[src/rtl/ror_pkg.sv]
// Shared constants and sizing helpers for the ROR outlier path.
package ror_pkg;

    localparam int INDEX_W = 16;

    // Ceiling log2 for elaboration-time sizing; clog2(1) = 0.
    function automatic int clog2(input int value);
        int result;
        result = 0;
        for (int i = 0; i < 31; i++) begin
            if ((1 << i) < value) result = i + 1;
        end
        return result;
    endfunction

    // FIFO pointers carry one wrap bit above the address bits.
    function automatic int fifo_ptr_w(input int depth);
        return clog2(depth) + 1;
    endfunction

    // Width of a core-select value; never zero, even for one core.
    function automatic int sel_w(input int count);
        return (count > 1) ? clog2(count) : 1;
    endfunction

endpackage

[src/rtl/rr_arbiter.sv]
// Round-robin arbiter: grants the first requester at or after ptr, wrapping.
module rr_arbiter
    import ror_pkg::*;
#(
    parameter int CORE_NUMBER = 2,
    localparam int SW = sel_w(CORE_NUMBER)
) (
    input  logic [CORE_NUMBER-1:0] req,
    input  logic [SW-1:0]          ptr,
    input  logic                   enable,
    output logic [CORE_NUMBER-1:0] grant,
    output logic [SW-1:0]          grant_idx
);

    // Scan requesters starting at ptr; the first one hit wins.
    always_comb begin
        logic          found;
        logic [SW-1:0] idx;
        grant     = '0;
        grant_idx = '0;
        found     = 1'b0;
        idx       = '0;
        for (int k = 0; k < CORE_NUMBER; k++) begin
            idx = SW'((int'(ptr) + k) % CORE_NUMBER);
            if (enable && !found && req[idx]) begin
                grant[idx] = 1'b1;
                grant_idx  = idx;
                found      = 1'b1;
            end
        end
    end

endmodule

[src/rtl/outlier_collector.sv]
// Collects outlier indices from parallel cores into a FWFT FIFO for the host.
module outlier_collector
    import ror_pkg::*;
#(
    parameter int CORE_NUMBER = 2,
    parameter int N           = INDEX_W,
    parameter int FIFO_DEPTH  = 64
) (
    input  logic                     clock,
    input  logic                     reset,
    input  logic [CORE_NUMBER-1:0]   core_valid,
    input  logic [N*CORE_NUMBER-1:0] core_index,
    output logic [CORE_NUMBER-1:0]   core_ready,
    input  logic                     scan_done,
    input  logic                     read_fifo,
    output logic [N-1:0]             outlier_pos_fifo,
    output logic                     empty,
    output logic                     full,
    output logic [N-1:0]             outlier_count,
    output logic                     done
);

    localparam int AW   = clog2(FIFO_DEPTH);
    localparam int PTRW = fifo_ptr_w(FIFO_DEPTH);
    localparam int SW   = sel_w(CORE_NUMBER);

    logic [SW-1:0]   ptr;
    logic [PTRW-1:0] wr_ptr;
    logic [PTRW-1:0] rd_ptr;
    logic [N-1:0]    mem [FIFO_DEPTH];
    logic            scan_seen;

    logic            can_write;
    logic            push;
    logic            pop;
    logic [SW-1:0]   grant_idx;
    logic [N-1:0]    index_in;

    // Status flags come only from registered pointers.
    assign empty = (wr_ptr == rd_ptr);
    assign full  = (wr_ptr[AW] != rd_ptr[AW]) && (wr_ptr[AW-1:0] == rd_ptr[AW-1:0]);

    // A pop in the same cycle frees the slot, so a full FIFO can still accept.
    assign can_write = !full || (read_fifo && !empty);
    assign pop       = read_fifo && !empty;
    assign push      = |core_ready;
    assign index_in  = core_index[int'(grant_idx)*N +: N];

    // Head is forced to zero while empty so stale entries never show.
    assign outlier_pos_fifo = empty ? '0 : mem[rd_ptr[AW-1:0]];

    rr_arbiter #(
        .CORE_NUMBER(CORE_NUMBER)
    ) u_arb (
        .req      (core_valid),
        .ptr      (ptr),
        .enable   (can_write && !reset),
        .grant    (core_ready),
        .grant_idx(grant_idx)
    );

    // Storage array; contents are don't-care until written.
    always_ff @(posedge clock) begin
        if (push) mem[wr_ptr[AW-1:0]] <= index_in;
    end

    // Pointers, arbitration state, frame counters and completion flag.
    always_ff @(posedge clock) begin
        if (reset) begin
            ptr           <= '0;
            wr_ptr        <= '0;
            rd_ptr        <= '0;
            outlier_count <= '0;
            scan_seen     <= 1'b0;
            done          <= 1'b0;
        end else begin
            if (push) begin
                wr_ptr <= wr_ptr + 1'b1;
                ptr    <= SW'((int'(grant_idx) + 1) % CORE_NUMBER);
                if (outlier_count != '1) outlier_count <= outlier_count + 1'b1;
            end
            if (pop) rd_ptr <= rd_ptr + 1'b1;
            if (scan_done) scan_seen <= 1'b1;
            // Once set, late indices must not pull done back down.
            done <= done || (scan_seen && (core_valid == '0));
        end
    end

endmodule

[config.mk]
export PLATFORM = sky130hd
export DESIGN_NAME = outlier_collector
export DESIGN_NICKNAME = d
export VERILOG_FILES = /design/src/rtl/ror_pkg.sv /design/src/rtl/rr_arbiter.sv /design/src/rtl/outlier_collector.sv
export SDC_FILE = /design/constraint.sdc
export NUM_CORES = 1
export LEC_CHECK = 0
export BUFFER_PORTS_ARGS = -buffer_cell sky130_fd_sc_hd__buf_2
export CORE_UTILIZATION = 60
export CTS_CLUSTER_SIZE = 20
export DETAILED_ROUTE_END_ITERATION = 8
export PLACE_DENSITY = 0.75
export SYNTH_ARGS = -nofsm -noshare
export SYNTH_HDL_FRONTEND = slang
export SYNTH_SLANG_ARGS = --single-unit
[constraint.sdc]
create_clock -name clock -period 4 [get_ports clock]
set_input_delay 1 -clock clock [delete_from_list [all_inputs] [get_ports clock]]
set_output_delay 1 -clock clock [all_outputs]
set_load 0.01 [all_outputs]
==> impl_metrics.xml, run 1 <==
<?xml version="1.0" encoding="UTF-8"?>
<metrics>
  <group name="placement">
    <metric name="dp.final_hpwl" unit="mm">60.7</metric>
    <metric name="final_weighted_congestion_in_routability_driven_placement" unit="">0.861</metric>
    <metric name="dpl_cell_area" unit="µm²">43600</metric>
    <metric name="buffer_ports.inserted" unit="">74</metric>
  </group>
  <group name="synth">
    <metric name="ys_top_cells_by_area" unit="">edfxtp_1 (74%), mux4_2 (14%), dfxtp_1 (1.9%)</metric>
    <metric name="synth_seq_area_share" unit="%">76.2</metric>
    <metric name="synth.distinct_cells" unit="">60</metric>
    <metric name="ys_ff_latch" unit="">1063</metric>
    <metric name="ys_dominant_reg_cell" unit="">edfxtp_1</metric>
    <metric name="number_of_flops_mapped_to_enable_cells_by_yosys" unit="">1024</metric>
    <metric name="synth_cells" unit="">1991</metric>
    <metric name="synth_largest_area_cell" unit="">edfxtp_1</metric>
    <metric name="syn_nets" unit="">2032</metric>
    <metric name="syn_area" unit="µm²">41400</metric>
    <metric name="netlist.area_leader.share" unit="%">74.3</metric>
    <metric name="postSynthAreaPerCell" unit="µm²">20.8</metric>
    <metric name="async_flop_share" unit="%">0</metric>
    <metric name="yosysWarningCount" unit="">0</metric>
  </group>
  <group name="clocking">
    <metric name="hold_fix_buffers_cts" unit="">0</metric>
    <metric name="ctsHtreeMaxLevel" unit="">3</metric>
    <metric name="tritoncts" unit="">yes</metric>
    <metric name="clock_latency_on_the_worst_skew_pair" unit="ns">0.65</metric>
    <metric name="cts_root_buffer" unit="">clkbuf_16</metric>
    <metric name="clk_path_buf_depth" unit="">3</metric>
    <metric name="clk_pin_slew" unit="ns">0.06</metric>
    <metric name="tritoncts.num_buffers" unit="">99</metric>
    <metric name="cts.sink_count" unit="">1063</metric>
  </group>
  <group name="power">
    <metric name="power.net_switching" unit="µW">5370</metric>
    <metric name="ir_worst_vdd" unit="mV">0.321</metric>
    <metric name="switching_share" unit="%">22.4</metric>
    <metric name="power.leakage" unit="µW">0.0148</metric>
    <metric name="pwr-share-seq" unit="%">51.7</metric>
    <metric name="power-per-cell-area" unit="nW/µm²">505</metric>
    <metric name="power.share.clock" unit="%">38.5</metric>
    <metric name="power.combinational.fraction" unit="%">9.9</metric>
    <metric name="intPower" unit="µW">18600</metric>
    <metric name="p_total" unit="µW">24000</metric>
  </group>
  <group name="worst_setup_path">
    <metric name="worst_setup_path_start_kind" unit="">flop</metric>
    <metric name="ws_path_type" unit="">reg -&gt; out</metric>
    <metric name="r2r-start" unit="">wr_ptr[5]$_SDFFE_PP0P_</metric>
    <metric name="critical_path_peak_fanout" unit="">9</metric>
    <metric name="rr_endpoint" unit="">mem[33][2]$_DFFE_PP_</metric>
    <metric name="timing.critical_path.to" unit="">outlier_pos_fifo[6]</metric>
    <metric name="cp_data_required_time" unit="ns">3.00</metric>
    <metric name="worst-endpoint-arrival" unit="ns">3.02</metric>
    <metric name="timing.critical_path.to_type" unit="">output port</metric>
    <metric name="ff2ff_path_depth" unit="">7</metric>
    <metric name="reg2reg_setup_slack" unit="ns">0.78</metric>
  </group>
  <group name="layout">
    <metric name="most-common-layout-cells" unit="">edfxtp_1 (1024), mux4_2 (250), buf_4 (156)</metric>
    <metric name="post_route_cells_drive_above_1_share" unit="%">31.7</metric>
    <metric name="antenna_cells" unit="">0</metric>
    <metric name="layout.cells.most_common" unit="">edfxtp_1</metric>
    <metric name="flow.area_growth_from_synthesis" unit="%">14.7</metric>
    <metric name="final_cell_area" unit="µm²">47400</metric>
    <metric name="postLayoutCoreUtil" unit="%">70.0</metric>
    <metric name="final_layout_net_count" unit="">2274</metric>
  </group>
  <group name="timing">
    <metric name="final-setup-viol-count" unit="">1</metric>
    <metric name="setup_total_negative_slack" unit="ns">-0.0213</metric>
    <metric name="final-hold-violation-count" unit="">0</metric>
    <metric name="layout_skew" unit="ns">0.0214</metric>
    <metric name="setup_repair_after_global_routing_missed_its_margin" unit="">yes</metric>
    <metric name="max_transition_viols_final" unit="">0</metric>
    <metric name="timing.hold.ws" unit="ns">0.496</metric>
    <metric name="final_critical_path_share_of_the_clock_period" unit="%">101</metric>
    <metric name="final.setup.worst_slack" unit="ns">-0.0213</metric>
    <metric name="fmax" unit="MHz">249</metric>
    <metric name="max-slew-margin-rel" unit="%">18.0</metric>
    <metric name="final.min_clock_period" unit="ns">4.02</metric>
    <metric name="worst_slew_pin_slew" unit="ns">1.23</metric>
  </group>
  <group name="status">
    <metric name="result_of_the_run" unit="">finished with violations</metric>
    <metric name="violated_checks" unit="">setup timing</metric>
  </group>
  <group name="route">
    <metric name="drt-vias-per-instance" unit="">6.80</metric>
    <metric name="drtIter0Drc" unit="">2923</metric>
    <metric name="drt-total-wl" unit="mm">102</metric>
    <metric name="routed-via-count" unit="">21700</metric>
    <metric name="drt_drc_violations_left" unit="">0</metric>
    <metric name="ant_nets" unit="">0</metric>
    <metric name="drt_pass1_iterations" unit="">6</metric>
    <metric name="average_wire_per_cell_in_the_routed_design" unit="µm">32.0</metric>
  </group>
  <group name="floorplan">
    <metric name="dieWidth" unit="µm">265</metric>
    <metric name="die_height" unit="µm">265</metric>
    <metric name="initial_core_util" unit="%">61.1</metric>
    <metric name="die_area" unit="µm²">70000</metric>
    <metric name="coreArea" unit="µm²">67800</metric>
    <metric name="core.rowCount" unit="">95</metric>
    <metric name="pin_count" unit="">75</metric>
  </group>
  <group name="grt">
    <metric name="first_pass_grt_wire_length" unit="mm">149</metric>
    <metric name="grt-busiest-layer" unit="">met2</metric>
    <metric name="grt.met1_usage" unit="%">42.3</metric>
    <metric name="global_route.usage.met3" unit="%">6.46</metric>
    <metric name="largest_net_degree_at_the_start_of_global_routing" unit="">65</metric>
    <metric name="grt_use_total" unit="%">29.9</metric>
    <metric name="met2_usage" unit="%">47.4</metric>
    <metric name="grt-ovfl-total" unit="">0</metric>
    <metric name="antenna_found_initial" unit="">5</metric>
    <metric name="grt_pass1_vias" unit="">21900</metric>
  </group>
  <group name="worst_hold_path">
    <metric name="worst_hold_path_type" unit="">reg -&gt; reg</metric>
    <metric name="worstHoldStart" unit="">scan_seen$_SDFFE_PP0P_</metric>
  </group>
  <group name="job">
    <metric name="reported_max_cap_violation_count" unit="">0</metric>
  </group>
</metrics>
power groups by stage:
stage	Combinational [µW]	Sequential (µW)	Clock (µW)
after floorplan	1390	12600	0
after global placement	2090	12600	0
after detailed placement	2140	12600	0
after CTS	2270	12400	9300
after global routing	2480	12400	9710
final	2360	12400	9220
cells in the mapped netlist, drive strengths merged, types with 2 or more instances:
| library cell | n |
|---|---|
| buf | 85 |
| nor2b | 12 |
| o21ai | 6 |
| nor3 | 7 |
| or3 | 7 |
| mux2 | 22 |
| xnor2 | 7 |
| or4b | 3 |
| nand4 | 9 |
| or2 | 3 |
| a21oi | 13 |
| a211oi | 12 |
| o211ai | 16 |
| and2 | 2 |
| edfxtp | 1024 |
| inv | 4 |
| and4 | 3 |
| a22oi | 8 |
| nor4 | 2 |
| o311ai | 5 |
| nand2b | 15 |
| a221oi | 11 |
| o22ai | 35 |
| xor2 | 7 |
| nor2 | 98 |
| o31ai | 7 |
| nand3 | 45 |
| and3 | 3 |
| dfxtp | 39 |
| nand3b | 5 |
| or4 | 9 |
| nor3b | 3 |
| o2111ai | 2 |
| mux2i | 65 |
| o41ai | 4 |
| o221ai | 12 |
| mux4 | 250 |
| ha | 3 |
| or3b | 6 |
| nand2 | 77 |
| clkbuf | 37 |
registers in the layout, summed over array words and instances (netlist names), named ones only:
| name | cells |
|---|---|
| mem | 1024 |
| outlier_count | 16 |
| rd_ptr | 7 |
| wr_ptr | 7 |
| done | 1 |
| ptr | 1 |
| scan_seen | 1 |
critical path, stage by stage (launching register included):
cell,delay (ns)
dfxtp_4,0.43
buf_6,0.19
buf_6,0.19
mux4_2,0.52
nand3_1,0.11
nand2_1,0.20
a221oi_2,0.34
o221ai_2,0.19
buf_2,0.18
worst min-delay path by stage:
stage,depth (start not counted),to,slack [ns]
2_1_floorplan,2,scan_seen$_SDFFE_PP0P_,0.44
3_3_place_gp,2,done$_SDFF_PP0_,0.45
3_5_place_dp,2,done$_SDFF_PP0_,0.48
4_1_cts,2,done$_SDFF_PP0_,0.49
5_1_grt,2,scan_seen$_SDFFE_PP0P_,0.53
6_report,2,scan_seen$_SDFFE_PP0P_,0.50
metrics by stage:
| stage | std cells | setup slack (ns) |
|---|---|---|
| finish | 3191 | -0.0213 |
| CTS | 3185 | -0.0316 |
| global placement | 2975 | 0.442 |
| floorplan | 1991 | 0.531 |
| global route | 3191 | -0.0564 |
| detailed placement | 2975 | 0.385 |
final cells by class:
cell class	count	area [µm²]
Fill cell	4016	20300
Clock inverter	70	624
Sequential cell	1063	31500
Timing Repair Buffer	263	2200
Multi-Input combinational cell	802	9420
Tap cell	873	1090
Inverter	4	15.0
Clock buffer	116	2540
cells by family (layout without fill, tap and decap cells):
family                     count (synthesis)  in the layout  synth area share (%)
DFF                                     1063           1063                  76.2
muxes                                    337            337                  15.8
and+or+nand+nor                          310            310                  3.68
AOI/OAI and AO/OA                        138            138                  2.42
buffers and inverters                    126            453                  1.52
xor gates and xnor gates                  14             14                 0.296
adders and majority gates                  3              3                0.0907
repair_timing:
action / 4_1_cts / 5_1_grt
endpoints found under the hold margin: 0 / 0
buffers inserted: 23 / 4
resized for setup: 35 / 29
gates cloned: 1 / 2
pin swaps: 2 / 2
endpoints found under the setup margin: 16 / 14
per-layer routing:
metal  up-vias  part of all wire, %
met2      1359                   49
met5         -                0.011
met4         2                  2.6
met1     11400                   37
li1       8775                    -
met3       202                   12
No activity file was read; power rests on OpenSTA's default activity.
==> run 2: changes to the inputs <==
--- a/config.mk
+++ b/config.mk
@@ -6,6 +6,7 @@
 export NUM_CORES = 1
 export LEC_CHECK = 0
 export BUFFER_PORTS_ARGS = -buffer_cell sky130_fd_sc_hd__buf_2
+export CORE_MARGIN = 5
 export CORE_UTILIZATION = 60
 export CTS_CLUSTER_SIZE = 20
 export DETAILED_ROUTE_END_ITERATION = 8
==> constraint.sdc (replaced) <==
create_clock -name clock -period 4.5 [get_ports clock]
set_input_delay 1.125 -clock clock [delete_from_list [all_inputs] [get_ports clock]]
set_output_delay 1.125 -clock clock [all_outputs]
set_load 0.01 [all_outputs]
==> run 2 against run 1 <==
Wire length shrank 0.28%. Worst setup slack improved by 0.032 ns. Non-clock buffer count is 35 lower. Via count is 1.1% lower. Total power shrank 8.9%. Highest routed layer is now met4. Sequential power fell by 11%. Largest cell class unchanged. Cell count is 0.47% lower. The run now ends clean.
==> impl_metrics.xml, run 2 (synthesis results as in run 1) <==
<?xml version="1.0" encoding="UTF-8"?>
<metrics>
  <group name="route">
    <metric name="average_wire_per_cell_in_the_routed_design" unit="µm">32.1</metric>
    <metric name="routed-via-count" unit="">21500</metric>
    <metric name="ant_nets" unit="">0</metric>
    <metric name="drt-vias-per-instance" unit="">6.75</metric>
    <metric name="drt_pass1_iterations" unit="">5</metric>
    <metric name="wl_met2" unit="mm">50.2</metric>
    <metric name="drt-total-wl" unit="mm">102</metric>
    <metric name="dr.max_layer_used" unit="">met4</metric>
    <metric name="drt_drc_violations_left" unit="">0</metric>
    <metric name="dr_wl_met3" unit="mm">11.5</metric>
    <metric name="total_routed_wire_length_on_the_met1_layer" unit="mm">36.5</metric>
    <metric name="drtIter0Drc" unit="">2703</metric>
  </group>
  <group name="job">
    <metric name="reported_max_cap_violation_count" unit="">0</metric>
  </group>
  <group name="floorplan">
    <metric name="core.rowCount" unit="">96</metric>
    <metric name="coreArea" unit="µm²">68500</metric>
    <metric name="initial_core_util" unit="%">60.4</metric>
    <metric name="die_height" unit="µm">273</metric>
    <metric name="dieWidth" unit="µm">273</metric>
    <metric name="die_area" unit="µm²">74300</metric>
    <metric name="pin_count" unit="">75</metric>
  </group>
  <group name="timing">
    <metric name="fmax" unit="MHz">223</metric>
    <metric name="final_critical_path_share_of_the_clock_period" unit="%">99.8</metric>
    <metric name="max-slew-margin-rel" unit="%">31.5</metric>
    <metric name="setup_total_negative_slack" unit="ns">0</metric>
    <metric name="timing.hold.ws" unit="ns">0.476</metric>
    <metric name="layout_skew" unit="ns">0.0231</metric>
    <metric name="final-hold-violation-count" unit="">0</metric>
    <metric name="final-setup-viol-count" unit="">0</metric>
    <metric name="max_transition_viols_final" unit="">0</metric>
    <metric name="final.min_clock_period" unit="ns">4.49</metric>
    <metric name="worst_slew_pin_slew" unit="ns">1.02</metric>
  </group>
  <group name="clocking">
    <metric name="clk_pin_slew" unit="ns">0.06</metric>
    <metric name="tritoncts" unit="">yes</metric>
    <metric name="ctsHtreeMaxLevel" unit="">3</metric>
    <metric name="clk_path_buf_depth" unit="">3</metric>
    <metric name="cts.sink_count" unit="">1063</metric>
    <metric name="clock_latency_on_the_worst_skew_pair" unit="ns">0.68</metric>
    <metric name="tritoncts.num_buffers" unit="">106</metric>
    <metric name="hold_fix_buffers_cts" unit="">0</metric>
    <metric name="cts_root_buffer" unit="">clkbuf_16</metric>
  </group>
  <group name="worst_setup_path">
    <metric name="path_delay_family" unit="">buffers and inverters</metric>
    <metric name="worst_setup_path_start_kind" unit="">flop</metric>
    <metric name="timing.critical_path.to_type" unit="">output port</metric>
    <metric name="r2r-start" unit="">wr_ptr[4]$_SDFFE_PP0P_</metric>
    <metric name="ws_path_type" unit="">reg -&gt; out</metric>
    <metric name="timing.critical_path.slowest_cell_delay" unit="ns">0.53</metric>
    <metric name="crit_path_top_delay_cell" unit="">a221oi_1</metric>
    <metric name="cp_data_required_time" unit="ns">3.38</metric>
    <metric name="critical_path_peak_fanout" unit="">65</metric>
    <metric name="cp_num_buf_inv" unit="">3</metric>
    <metric name="worst-endpoint-arrival" unit="ns">3.36</metric>
    <metric name="cp_cell_sequence" unit="">buf_12 -&gt; nor2_1 -&gt; buf_4 -&gt; a221oi_1 -&gt; o221ai_1 -&gt; buf_2</metric>
  </group>
  <group name="power">
    <metric name="pwr-share-seq" unit="%">50.4</metric>
    <metric name="p_total" unit="µW">21800</metric>
    <metric name="power.combinational.fraction" unit="%">9.2</metric>
    <metric name="ir_worst_vdd" unit="mV">0.479</metric>
    <metric name="power.share.clock" unit="%">40.4</metric>
    <metric name="power.net_switching" unit="µW">4880</metric>
    <metric name="intPower" unit="µW">16900</metric>
    <metric name="power-per-cell-area" unit="nW/µm²">462</metric>
    <metric name="power.leakage" unit="µW">0.0147</metric>
    <metric name="switching_share" unit="%">22.4</metric>
  </group>
  <group name="placement">
    <metric name="final_weighted_congestion_in_routability_driven_placement" unit="">0.897</metric>
    <metric name="buffer_ports.inserted" unit="">74</metric>
    <metric name="dp.final_hpwl" unit="mm">58.8</metric>
    <metric name="dpl_cell_area" unit="µm²">43500</metric>
  </group>
  <group name="grt">
    <metric name="grt_pass1_vias" unit="">21500</metric>
    <metric name="first_pass_grt_wire_length" unit="mm">146</metric>
    <metric name="grt_use_total" unit="%">27.2</metric>
    <metric name="grt-ovfl-total" unit="">0</metric>
    <metric name="antenna_found_initial" unit="">0</metric>
    <metric name="largest_net_degree_at_the_start_of_global_routing" unit="">74</metric>
  </group>
  <group name="layout">
    <metric name="post_route_cells_drive_above_1_share" unit="%">29.4</metric>
    <metric name="layout.cells.most_common" unit="">edfxtp_1</metric>
    <metric name="filler_cell_count" unit="">4062</metric>
    <metric name="final_cell_area" unit="µm²">47300</metric>
    <metric name="final_layout_net_count" unit="">2246</metric>
    <metric name="most-common-layout-cells" unit="">edfxtp_1 (1024), mux4_2 (250), buf_4 (126)</metric>
    <metric name="flow.area_growth_from_synthesis" unit="%">14.2</metric>
    <metric name="largest_register_ffs" unit="">1024</metric>
  </group>
  <group name="worst_hold_path">
    <metric name="worstHoldStart" unit="">scan_seen$_SDFFE_PP0P_</metric>
    <metric name="worst_hold_path_type" unit="">reg -&gt; reg</metric>
  </group>
  <group name="status">
    <metric name="result_of_the_run" unit="">complete, no violations</metric>
  </group>
</metrics>
[run 2: cell types whose count changed in the layout (fill, tap and decap cells not counted), moves of 5 or more]
| cell | previous run | this run |
|---|---|---|
| mux2i_1 | 59 | 65 |
| a221oi_2 | 11 | 0 |
| mux2i_2 | 6 | 0 |
| a221oi_1 | 0 | 11 |
| clkbuf_16 | 101 | 112 |
| buf_4 | 156 | 126 |
| nand2_1 | 70 | 77 |
| nand2_2 | 6 | 0 |
| clkbuf_1 | 17 | 22 |
[run 2: tightest hold or removal path, stage by stage (launching register included)]
cell and delay (ns):
dfxtp_1 0.33, nor2_1 0.05, nor2_1 0.06
[run 2: repair_timing]
item	4_1_cts	5_1_grt
buffers inserted	7	7
gates resized for setup	8	5
endpoints found under the setup margin	9	13
gates cloned	0	3
[run 2: stage by stage]
stage	instances	util (%)	setup WS, ns
floorplan	1991	-	0.906
global placement	2962	63.5	0.623
detailed placement	2962	63.5	0.577
CTS	3165	68.8	0.00456
global route	3175	69.0	-0.0897
finish	3176	69.0	0.0112
[run 2: metal layers]
metal / vias to the layer above / global-route usage (%)
met5: - / 0
met3: 212 / 6.28
met2: 1426 / 43.6
li1: 8715 / -
met4: 0 / 9.71
met1: 11100 / 37.5
[run 2: layout make-up]
class	instances	area [µm²]	area share, %
antenna	1	2.50	0.00530
clock buffer	131	2810	5.95
clock inverter	65	659	1.40
inverter	4	15.0	0.0318
multi-input combinational	802	9240	19.6
sequential	1063	31500	66.8
tap	882	1100	2.34
timing repair buffer	228	1880	3.97
[run 2: final timing paths]
kind / cells past startpoint / slack (ns) / end
setup / recovery: 6 / 0.01 / outlier_pos_fifo[11]
hold / removal: 2 / 0.48 / scan_seen$_SDFFE_PP0P_
setup reg to reg: 8 / 1.30 / mem[11][6]$_DFFE_PP_
hold reg to reg: 2 / 0.48 / scan_seen$_SDFFE_PP0P_
[run 2: power by group through the flow]
| stage | Clock, µW | Combinational [µW] | Sequential [µW] |
|---|---|---|---|
| floorplan | 0 | 1240 | 11200 |
| global placement | 0 | 1850 | 11200 |
| detailed placement | 0 | 1890 | 11200 |
| CTS | 8880 | 1980 | 11000 |
| global route | 9360 | 2120 | 11000 |
| finish | 8820 | 2010 | 11000 |
